File: src/rtl/scff_tester_pkg.sv
// Shared types and constants for the scan-chain pulse-walk tester.
//   state_t            - tester FSM state encoding
//   ERR_W_DEFAULT      - default width of the saturating error counter
//   meas_width()       - width of the cycle counter / measured-length field
package scff_tester_pkg;

    typedef enum logic [2:0] {
        IDLE   = 3'd0,
        INJECT = 3'd1,
        SHIFT  = 3'd2,
        CHECK  = 3'd3,
        DONE   = 3'd4
    } state_t;

    localparam int ERR_W_DEFAULT = 16;

    // Wide enough to hold every cnt value a run can reach.
    function automatic int meas_width(input int chain_len, input int check_cycles);
        return $clog2(chain_len + check_cycles + 1);
    endfunction

endpackage

File: src/rtl/scff_chain_tester_if.sv
// Control/observation bundle between the SoC-side controller, the scan-chain
// tester and the fabric scan pins.
//   start           controller -> tester, begins a test (sampled in IDLE)
//   sc_head         tester -> fabric, chain head drive
//   sc_tail         fabric -> tester, chain tail observation
//   test_en, busy   tester status, high while a test is running
//   done            one-cycle completion pulse
//   pass, err_cnt, err_chain_mask, meas_len   results, held until next start
// Modports: slave = tester side, master = controller/fabric side.
interface scff_chain_tester_if #(
    parameter int NUM_CHAINS = 1,
    parameter int ERR_W      = 16,
    parameter int MEAS_W     = 11
);
    logic                  start;
    logic [NUM_CHAINS-1:0] sc_head;
    logic [NUM_CHAINS-1:0] sc_tail;
    logic                  test_en;
    logic                  busy;
    logic                  done;
    logic                  pass;
    logic [ERR_W-1:0]      err_cnt;
    logic [NUM_CHAINS-1:0] err_chain_mask;
    logic [MEAS_W-1:0]     meas_len;

    modport slave (
        input  start, sc_tail,
        output sc_head, test_en, busy, done, pass, err_cnt, err_chain_mask, meas_len
    );

    modport master (
        output start, sc_tail,
        input  sc_head, test_en, busy, done, pass, err_cnt, err_chain_mask, meas_len
    );
endinterface

File: src/rtl/scff_err_popcount.sv
// Combinational population count of the per-chain mismatch vector.
//   vec  in   N-bit mismatch vector
//   cnt  out  number of set bits in vec
module scff_err_popcount #(
    parameter int N = 1,
    parameter int W = $clog2(N + 1)
) (
    input  logic [N-1:0] vec,
    output logic [W-1:0] cnt
);

    always_comb begin
        cnt = '0;
        for (int i = 0; i < N; i++) begin
            cnt = cnt + W'(vec[i]);
        end
    end

endmodule

File: src/rtl/scff_chain_tester.sv
// Scan-chain pulse-walk tester. Injects a single '1' into every chain head,
// shifts zeros behind it and checks that each tail shows the pulse exactly
// CHAIN_LEN cycles later with clean zeros before and after.
//   op_clk   in   fabric operating clock, rising edge
//   greset   in   synchronous active-high reset
//   bus      slave modport of scff_chain_tester_if (start, sc_head, sc_tail,
//            test_en, busy, done, pass, err_cnt, err_chain_mask, meas_len)
// Optional feature: define SCFF_TESTER_LEN_MEASURE_EN to record the cnt value
// at which chain 0's tail first reads '1' (meas_len); otherwise meas_len is 0.
//
// state  | meaning
// -------+------------------------------------------------------------
// IDLE   | heads low, waiting for start
// INJECT | cnt=0, drive '1' into every head, tails ignored
// SHIFT  | cnt 1..CHAIN_LEN-1, heads low, tails must read 0
// CHECK  | cnt CHAIN_LEN.., tail must be 1 at arrival, 0 afterwards
// DONE   | one-cycle done pulse, pass latched
module scff_chain_tester
    import scff_tester_pkg::*;
#(
    parameter int NUM_CHAINS   = 1,
    parameter int CHAIN_LEN    = 1024,
    parameter int CHECK_CYCLES = 3,
    parameter int ERR_W        = ERR_W_DEFAULT
) (
    input  logic                 op_clk,
    input  logic                 greset,
    scff_chain_tester_if.slave   bus
);

    localparam int CNT_W = meas_width(CHAIN_LEN, CHECK_CYCLES);
    localparam int PC_W  = $clog2(NUM_CHAINS + 1);
    localparam int SUM_W = ((ERR_W > PC_W) ? ERR_W : PC_W) + 1;

    localparam logic [CNT_W-1:0] LAST_SHIFT = CNT_W'(CHAIN_LEN - 1);
    localparam logic [CNT_W-1:0] ARRIVE     = CNT_W'(CHAIN_LEN);
    localparam logic [CNT_W-1:0] LAST_CHECK = CNT_W'(CHAIN_LEN + CHECK_CYCLES - 1);
    localparam logic [SUM_W-1:0] ERR_MAX    = (SUM_W'(1) << ERR_W) - SUM_W'(1);

    state_t state, state_nxt;
    logic [CNT_W-1:0] cnt;

    logic head_d, busy_d, done_d;
    logic [NUM_CHAINS-1:0] sc_head_q;
    logic test_en_q, busy_q, done_q;

    logic                  pass_q;
    logic [ERR_W-1:0]      err_cnt_q;
    logic [ERR_W-1:0]      err_nxt;
    logic [NUM_CHAINS-1:0] mask_q;
    logic [NUM_CHAINS-1:0] expected;
    logic [NUM_CHAINS-1:0] mismatch;
    logic [PC_W-1:0]       mism_cnt;
    logic [SUM_W-1:0]      err_sum;
    logic                  checking;
    logic                  start_run;

    assign start_run = (state == IDLE) && bus.start;
    assign checking  = (state == SHIFT) || (state == CHECK);

    // ---------------- FSM: state register ----------------
    always_ff @(posedge op_clk) begin
        if (greset) state <= IDLE;
        else        state <= state_nxt;
    end

    // ---------------- FSM: next state ----------------
    always_comb begin
        state_nxt = state;
        unique case (state)
            IDLE:    if (bus.start) state_nxt = INJECT;
            INJECT:  state_nxt = SHIFT;
            SHIFT:   if (cnt == LAST_SHIFT) state_nxt = CHECK;
            CHECK:   if (cnt == LAST_CHECK) state_nxt = DONE;
            DONE:    state_nxt = IDLE;
            default: state_nxt = IDLE;
        endcase
    end

    // ---------------- FSM: output decode ----------------
    // Decoded from the next state and registered, so the pins change on the
    // same edge as the state they belong to.
    always_comb begin
        head_d = (state_nxt == INJECT);
        busy_d = (state_nxt == INJECT) || (state_nxt == SHIFT) || (state_nxt == CHECK);
        done_d = (state_nxt == DONE);
    end

    always_ff @(posedge op_clk) begin
        if (greset) begin
            sc_head_q <= '0;
            test_en_q <= 1'b0;
            busy_q    <= 1'b0;
            done_q    <= 1'b0;
        end else begin
            sc_head_q <= {NUM_CHAINS{head_d}};
            test_en_q <= busy_d;
            busy_q    <= busy_d;
            done_q    <= done_d;
        end
    end

    // cnt tracks position of the pulse: 0 in INJECT, CHAIN_LEN at expected arrival.
    always_ff @(posedge op_clk) begin
        if (greset || state == IDLE || state == DONE) cnt <= '0;
        else                                          cnt <= cnt + CNT_W'(1);
    end

    // ---------------- error accumulation ----------------
    always_comb begin
        expected = '0;
        if (state == CHECK && cnt == ARRIVE) expected = '1;
        mismatch = checking ? (bus.sc_tail ^ expected) : '0;
    end

    scff_err_popcount #(
        .N (NUM_CHAINS),
        .W (PC_W)
    ) u_popcount (
        .vec (mismatch),
        .cnt (mism_cnt)
    );

    always_comb begin
        err_sum = SUM_W'(err_cnt_q) + SUM_W'(mism_cnt);
        err_nxt = (err_sum > ERR_MAX) ? {ERR_W{1'b1}} : err_sum[ERR_W-1:0];
    end

    always_ff @(posedge op_clk) begin
        if (greset || start_run) begin
            err_cnt_q <= '0;
            mask_q    <= '0;
            pass_q    <= 1'b0;
        end else begin
            err_cnt_q <= err_nxt;
            mask_q    <= mask_q | mismatch;
            // err_nxt already includes the final CHECK sample, so pass is
            // valid in the same cycle as done.
            if (state == CHECK && cnt == LAST_CHECK) pass_q <= (err_nxt == '0);
        end
    end

    // ---------------- optional length measurement ----------------
`ifdef SCFF_TESTER_LEN_MEASURE_EN
    logic [CNT_W-1:0] meas_q;

    // cnt is never 0 while checking, so meas_q==0 doubles as "not yet seen".
    always_ff @(posedge op_clk) begin
        if (greset || start_run)                           meas_q <= '0;
        else if (checking && bus.sc_tail[0] && meas_q == '0) meas_q <= cnt;
    end

    assign bus.meas_len = meas_q;
`else
    assign bus.meas_len = '0;
`endif

    assign bus.sc_head        = sc_head_q;
    assign bus.test_en        = test_en_q;
    assign bus.busy           = busy_q;
    assign bus.done           = done_q;
    assign bus.pass           = pass_q;
    assign bus.err_cnt        = err_cnt_q;
    assign bus.err_chain_mask = mask_q;

endmodule

File: src/flat_wrapper.sv
// flat-port wrapper written by rule: the top's interface ports become plain ports
module scff_chain_tester_flat import scff_tester_pkg::*;
#(
    parameter int NUM_CHAINS   = 1,
    parameter int CHAIN_LEN    = 1024,
    parameter int CHECK_CYCLES = 3,
    parameter int ERR_W        = ERR_W_DEFAULT
)
  (op_clk, greset, bus_start, bus_sc_tail, bus_sc_head, bus_test_en, bus_busy, bus_done, bus_pass, bus_err_cnt, bus_err_chain_mask, bus_meas_len);
  scff_chain_tester_if #(.NUM_CHAINS(NUM_CHAINS), .ERR_W(ERR_W), .MEAS_W(4)) bus_i ();
  input  logic op_clk;
  input  logic greset;
  input wire logic [$bits(bus_i.start)-1:0] bus_start;
  input wire logic [$bits(bus_i.sc_tail)-1:0] bus_sc_tail;
  output wire logic [$bits(bus_i.sc_head)-1:0] bus_sc_head;
  output wire logic [$bits(bus_i.test_en)-1:0] bus_test_en;
  output wire logic [$bits(bus_i.busy)-1:0] bus_busy;
  output wire logic [$bits(bus_i.done)-1:0] bus_done;
  output wire logic [$bits(bus_i.pass)-1:0] bus_pass;
  output wire logic [$bits(bus_i.err_cnt)-1:0] bus_err_cnt;
  output wire logic [$bits(bus_i.err_chain_mask)-1:0] bus_err_chain_mask;
  output wire logic [$bits(bus_i.meas_len)-1:0] bus_meas_len;
  assign bus_i.start = bus_start;
  assign bus_i.sc_tail = bus_sc_tail;
  assign bus_sc_head = bus_i.sc_head;
  assign bus_test_en = bus_i.test_en;
  assign bus_busy = bus_i.busy;
  assign bus_done = bus_i.done;
  assign bus_pass = bus_i.pass;
  assign bus_err_cnt = bus_i.err_cnt;
  assign bus_err_chain_mask = bus_i.err_chain_mask;
  assign bus_meas_len = bus_i.meas_len;
  scff_chain_tester #(.NUM_CHAINS(NUM_CHAINS), .CHAIN_LEN(CHAIN_LEN), .CHECK_CYCLES(CHECK_CYCLES), .ERR_W(ERR_W)) u_core (.op_clk(op_clk), .greset(greset), .bus(bus_i));
endmodule
File: config.mk
export PLATFORM = sky130hd
export DESIGN_NAME = scff_chain_tester_flat
export DESIGN_NICKNAME = d
export VERILOG_FILES = /design/src/rtl/scff_tester_pkg.sv /design/src/rtl/scff_chain_tester_if.sv /design/src/rtl/scff_err_popcount.sv /design/src/rtl/scff_chain_tester.sv /design/src/flat_wrapper.sv
export SDC_FILE = /design/constraint.sdc
export NUM_CORES = 1
export LEC_CHECK = 0
export ABC_AREA = 1
export CAP_MARGIN = 20
export CORE_MARGIN = 1.5
export CORE_UTILIZATION = 55
export CTS_BUF_LIST = sky130_fd_sc_hd__clkbuf_2
export DETAILED_ROUTE_END_ITERATION = 10
export HOLD_SLACK_MARGIN = 0.15
export PLACE_DENSITY_LB_ADDON = 0.1
export SYNTH_ARGS = -nofsm -noshare
export SYNTH_HDL_FRONTEND = slang
export SYNTH_SLANG_ARGS = --single-unit
File: constraint.sdc
create_clock -name op_clk -period 2.89 [get_ports op_clk]
set_input_delay 0.289 -clock op_clk [delete_from_list [all_inputs] [get_ports op_clk]]
set_output_delay 0.289 -clock op_clk [all_outputs]
set_load 0.03 [all_outputs]
* Yosys cells after proc, flatten, opt, wreduce, memory -nomap -nowiden *
Index checks and enable logic that the tools add are counted.

cells by class
  add/sub/neg operators = 2
  multiply operators = 0
  div/mod/pow operators = 0
  magnitude comparators = 1
  eq/ne operators = 11
  shift operators = 0
  multiplexer cells = 7
  bitwise logic cells = 2
  reduce and logical (&&, ||, !) cells = 11

operators with widths
  operator               count
  $eq 11x11->1 const B   2
  $add 16x1->17          1
  $gt 17x16->1 const B   1
  $logic_not 16->1       1
  $mux 16                1
  $eq 3x2->1 const B     4
  $pmux 3 s4             1
  $add 11x1->11 const B  1
  $eq 11x10->1 const B   1
  $mux 3                 3
  $eq 3x1->1 const B     2
  $eq 3x3->1 const B     2
  $logic_or 1x1->1       6
  $logic_and 1x1->1      3
  $logic_not 3->1        1
  $mux 1                 2
  $or 1x1->1             1
  $xor 1x1->1            1

storage, ports and cells
  register bits = 35
  latch bits = 0
  memory bits (writable) = 0
  memory bits (read-only) = 0
  output and inout bits = 26
  memories kept = 0

* Longest topological paths before layout *
Gate-level depths: netlist of run 1.

  word-level depth = 9
  depth in mapped cells = 20
  mapped depth without buffers = 20

* Cells and area by module *
Synthesis of run 1 repeated with hierarchy kept, for this count alone.

unflattened totals
  cell total of the unflattened synthesis = 281
  area total of the unflattened synthesis = 1863.0 um^2

by module, submodules not included
  module             instances  cells each  area each (um^2)  seq. area each (um^2)
  scff_chain_tester  1          280         1855.5            700.7
  scff_err_popcount  1          1           7.5               0.0

* Worst setup path after synthesis of run 1 *
No wires, ideal clock.

  path kind = register to register
  start = register u_core.cnt[6]
  end = register u_core.pass_q, in the netlist u_core.bus.pass
  setup time = 132 ps
  arrival time = 2239 ps
  required time = 2758 ps
  slack = 519 ps
  cell stages (with the launch flop) = 18
  path buffers = 1
  period minus slack after synthesis = 2371 ps
  cell sequence = dfxtp_1 -> inv_1 -> nand3_1 -> nor2_1 -> nand4_1 -> nand2_1 -> nand2_1 -> nor2_1 -> ha_1 -> ha_1 -> nand2_2 -> nor2_4 -> nand4_1 -> buf_6 -> nand2_1 -> nor2_1 -> nand3_1 -> a21oi_1

between the ends
  cells in the longest elaborated chain, start to end = 9
  elaborated cells between the ends (all ways) = 11
  those cells by class = add/sub: 1; order compare: 1; eq/ne: 2; mux: 3; bitwise: 1; reduce/logical: 3

RTL lines
  item                    RTL line                  source
  from (decl)             scff_chain_tester.sv:41   logic [CNT_W-1:0] cnt;
  from (signal assigned)  scff_chain_tester.sv:106  else cnt <= cnt + CNT_W'(1);
  $eq 11x11->1            scff_chain_tester.sv:112  if (state == CHECK && cnt == ARRIVE) expected = '1;
  $logic_and 1x1->1       scff_chain_tester.sv:112
  $mux 1                  scff_chain_tester.sv:112
  $xor 1x1->1             scff_chain_tester.sv:113  mismatch = checking ? (bus.sc_tail ^ expected) : '0;
  $mux 1                  scff_chain_tester.sv:113
  $add 16x1->17           scff_chain_tester.sv:125  err_sum = SUM_W'(err_cnt_q) + SUM_W'(mism_cnt);
  $gt 17x16->1            scff_chain_tester.sv:126  err_nxt = (err_sum > ERR_MAX) ? {ERR_W{1'b1}} : err_sum[ERR_W-1:0];
  $mux 16                 scff_chain_tester.sv:126
  $logic_not 16->1        scff_chain_tester.sv:139  if (state == CHECK && cnt == LAST_CHECK) pass_q <= (err_nxt == '0);
  to (signal assigned)    scff_chain_tester.sv:139
  to (decl)               scff_chain_tester.sv:47   logic pass_q;

Parallel ways exist; a longest one is shown, timed or not.
A chain may end at the register's enable or synchronous reset.

* Worst setup path after layout of run 1 *
  start = register u_core.cnt[4]
  end = register u_core.pass_q, in the netlist u_core.bus.pass

Same word-level chain as after synthesis.

==> key figures, run 1 <==
Yosys
  • Number of flops mapped to enable cells by yosys: 0
  • Gate Count Post-Synth: about 280
  • Synth Flop Type: dfxtp_1
  • Seq cells post-synth: 35
  • Post-synthesis cell type count: 32
  • Avg Cell Area, Syn: 6.77 um^2
  • Fraction of registers with async set/reset: 0%
  • Mapped Area: about 0.0019 mm^2
  • Ys Warns: 0
  • Register area share after synthesis: between 30% and 40%

Setup path
  • Crit-path leading delay family: simple AND/OR/NAND/NOR gates
  • Critical Path Start Type: flop
  • Cells along the critical path: inv_1 -> nand3_1 -> nor2_2 -> nand4_1 -> nand2_1 -> nand2_1 -> nor2_1 -> ha_2 -> ha_2 -> nand2_2 -> nor2_4 -> nand2_4 -> nor2_1 -> nand3_1 -> nand2_1 -> nand3_1 -> nor2_1 -> nand3_1 -> a21oi_1
  • Flop-to-flop setup slack: between 0.2 and 0.3 ns
  • Max incr delay on CP: 0.38 ns
  • RR Startpoint: u_core.cnt[4]
  • Crit path top cell by count: nand3_1
  • Worst EP arrival: approximately 3 ns
  • Critical path depth: 19
  • CP Max Fanout: 5
  • Slowest-stage cell, CP: dfxtp_1
  • Crit path kind: reg2reg
  • Worst R2R Path Depth: 19
  • Buf/Inv on CP: 1
  • CP Capture Type: flop
  • Critical Path RT: between 3 and 4 ns
  • RR Endpoint: u_core.bus.pass

STA
  • Fin crit share: 89.7%
  • Fin Hold WS: ~0.46 ns
  • # setup viols final: 0
  • Crit path time final: about 2.6 ns
  • Slew Limit Fails: 0
  • Final Hold Viols: 0
  • Achievable Freq: between 0.3 and 0.4 GHz
  • Final Skew: a little under 0.009 ns

Pwr
  • Clock power frac: 29.7%
  • Worst VDD drop: between 0.3 and 0.4 mV
  • Internal power: approximately 570 uW
  • Sequential share of power: 61.2%
  • Sw frac: 29.3%
  • Leakage power figure: between 0.0009 and 0.001 uW
  • Sw power: roughly 240 uW
  • Combinational Power Share: a little under a tenth
  • Power per cell area: about 360 mW/mm^2

Min path
  • Hold path startpoint: u_core.cnt[0]
  • Hold path depth: 1
  • Worst min path class: reg2reg
  • WHS Endpoint: u_core.cnt[0]

Clock network
  • Clk sinks: 35
  • Max H-tree Level: 2
  • TritonCTS clock tree: done
  • CTS max path bufs: 2
  • CTS Buf Count: 5
  • CTS Root Cell: clkbuf_2
  • Postcts setup bufs: 0
  • Clock-pin transition on the worst setup and hold timing paths: 0.19 ns
  • Worst-Skew Late Latency: 0.41 ns

Finish
  • Final nets: roughly 320
  • Final Non-Filler Cells: between 300 and 400
  • Synth-to-layout area growth: 18.4%
  • Share of cells above drive strength 1: roughly 10%
  • # diodes: 0
  • Fillers: about 320

Route
  • # DRC: 0
  • Wire length per cell: approximately 12 um
  • Via Count: between 1500 and 2000
  • Initial DRC count: 56
  • Final ANT Viol Nets: 0
  • DRT Pass-1 Iters: 5
  • Routed WL: 4.08 mm
  • Via density: slightly below 5

Floorplanning
  • Die height: between 60 and 70 um
  • Placeable Area: about 0.0033 mm^2
  • Initial cell density of the core: roughly 57%
  • Die outline width: ~61 um
  • Row cnt: 21
  • Area of the die: 0.00377 mm^2
  • I/O pin count: 30

Placement
  • I/O Buffers: 25
  • Post-DP HPWL: ~3.1 mm
  • Final GP Congestion: 0.825
  • DP Cell Count: about 350

Global routing
  • Vias in the first global route: 1588
  • Initial antenna violation count: 0
  • GRT overflow: 0
  • Pin count of the biggest net entering global routing: 15
  • First-pass GRT wire length: approximately 6.6 mm
  • Total track usage: a little under a quarter

Outcome
  • Run status: finished, final reports clean

Run
  • Max-capacitance violation count: 0
sequential cells by signal, indices dropped and copies added, names as in the netlist:
name                       flops
u_core.bus.busy                1
u_core.bus.done                1
u_core.bus.err_chain_mask      1
u_core.bus.err_cnt            16
u_core.bus.pass                1
u_core.bus.sc_head             1
u_core.cnt                    11
u_core.state                   3
per-layer routing:
metal	track usage (%)	vias to the layer above	share of wire (%)
li1	-	929	-
met1	25.7	784	44
met2	43.8	40	51
met3	6.30	10	3.9
met4	10.3	0	1.9
met5	0	-	0
how the worst max path moves through the flow:
| stage | start | end | slack, ns |
|---|---|---|---|
| after global routing | u_core.cnt[4] | u_core.bus.pass | -0.002 |
| after floorplan | u_core.cnt[6] | u_core.bus.pass | 0.52 |
| after CTS | u_core.state[2] | u_core.bus.pass | 0.22 |
| after global placement | u_core.state[2] | u_core.bus.pass | 0.37 |
| after detailed placement | u_core.state[2] | u_core.bus.pass | 0.27 |
| final | u_core.cnt[4] | u_core.bus.pass | 0.30 |
logic make-up (layout without fill, tap and decap cells):
| group | after synthesis | in the layout | share of synthesized area (%) |
|---|---|---|---|
| other cells | 1 | 4 | 0.200 |
| flops | 35 | 35 | 37.4 |
| fa+ha+maj | 5 | 5 | 3.34 |
| buf+inv | 49 | 78 | 11.2 |
| simple gates | 154 | 154 | 37.7 |
| compound gates | 31 | 31 | 8.88 |
| xor+xnor | 2 | 2 | 1.34 |
power by group through the flow:
stage	Combinational (uW)	Clock, uW	Sequential (uW)
6_report	73.3	241	496
5_1_grt	80.6	271	498
4_1_cts	73.0	245	496
3_5_place_dp	72.8	0	506
3_3_place_gp	71.5	0	505
2_1_floorplan	45.9	0	513
cells in the final DEF, fill, tap and decap left out, types with 2 or more instances in the layout:
cell	Yosys	final
a21oi_1	18	18
buf_4	5	3
clkbuf_2	0	5
clkdlybuf4s50_1	0	25
clkinvlp_4	0	2
conb_1	1	4
dfxtp_1	35	35
ha_1	5	3
ha_2	0	2
inv_1	41	41
nand2_1	63	63
nand2_2	3	3
nand3_1	19	19
nand3b_1	2	2
nand4_1	4	4
nor2_1	42	40
nor2_2	3	5
nor2_4	4	4
nor3_1	6	6
nor4_1	3	3
o21a_1	2	2
o21ai_0	7	7
cells in the mapped netlist (2+ instances only):
cell      count  area (um^2)
nand4_1       4         25.0
nand2_2       3         18.8
nand3_1      19         95.1
o21ai_0       7         35.0
inv_1        41          154
nor3_1        6         30.0
dfxtp_1      35          701
nand2_1      63          236
o21a_1        2         15.0
a21oi_1      18         90.1
nor2_1       42          158
nand3b_1      2         15.0
nor4_1        3         18.8
nor2_2        3         18.8
nor2_4        4         45.0
buf_4         5         37.5
ha_1          5         62.6
area by class of cell:
cell class	instances	area, um^2	share of cell area, %
clock buffers	5	25.0	1.13
clock inverters	3	20.0	0.902
inverters	42	158	7.11
multi-input cells	196	985	44.4
flip-flops and latches	35	701	31.6
well taps	46	57.6	2.59
repair buffers	28	273	12.3
metrics by stage:
step	total power (uW)	util, %	worst slack (ns)	TNS [ns]	area [um^2]
2_1_floorplan	558	-	0.519	0	1890
3_3_place_gp	577	65.3	0.368	0	2160
3_5_place_dp	579	65.3	0.274	0	2160
4_1_cts	814	66.7	0.221	0	2210
5_1_grt	850	67.0	-0.00219	-0.00219	2220
6_report	810	67.0	0.298	0	2220
what timing repair did:
| action | CTS | global route |
|---|---|---|
| setup endpoints to repair | 0 | 1 |
| resized for setup | 0 | 4 |
| hold buffers | 0 | 0 |
| hold endpoints to repair | 0 | 0 |
Power figures use the tool's default switching activity.
==> run 2, diff against run 1 <==
- CTS_CLUSTER_DIAMETER: default -> 80
- GPL_ROUTABILITY_DRIVEN: default -> 0
==> results of run 2 <==
The final DEF is identical to that of run 1; final timing and power are the same.
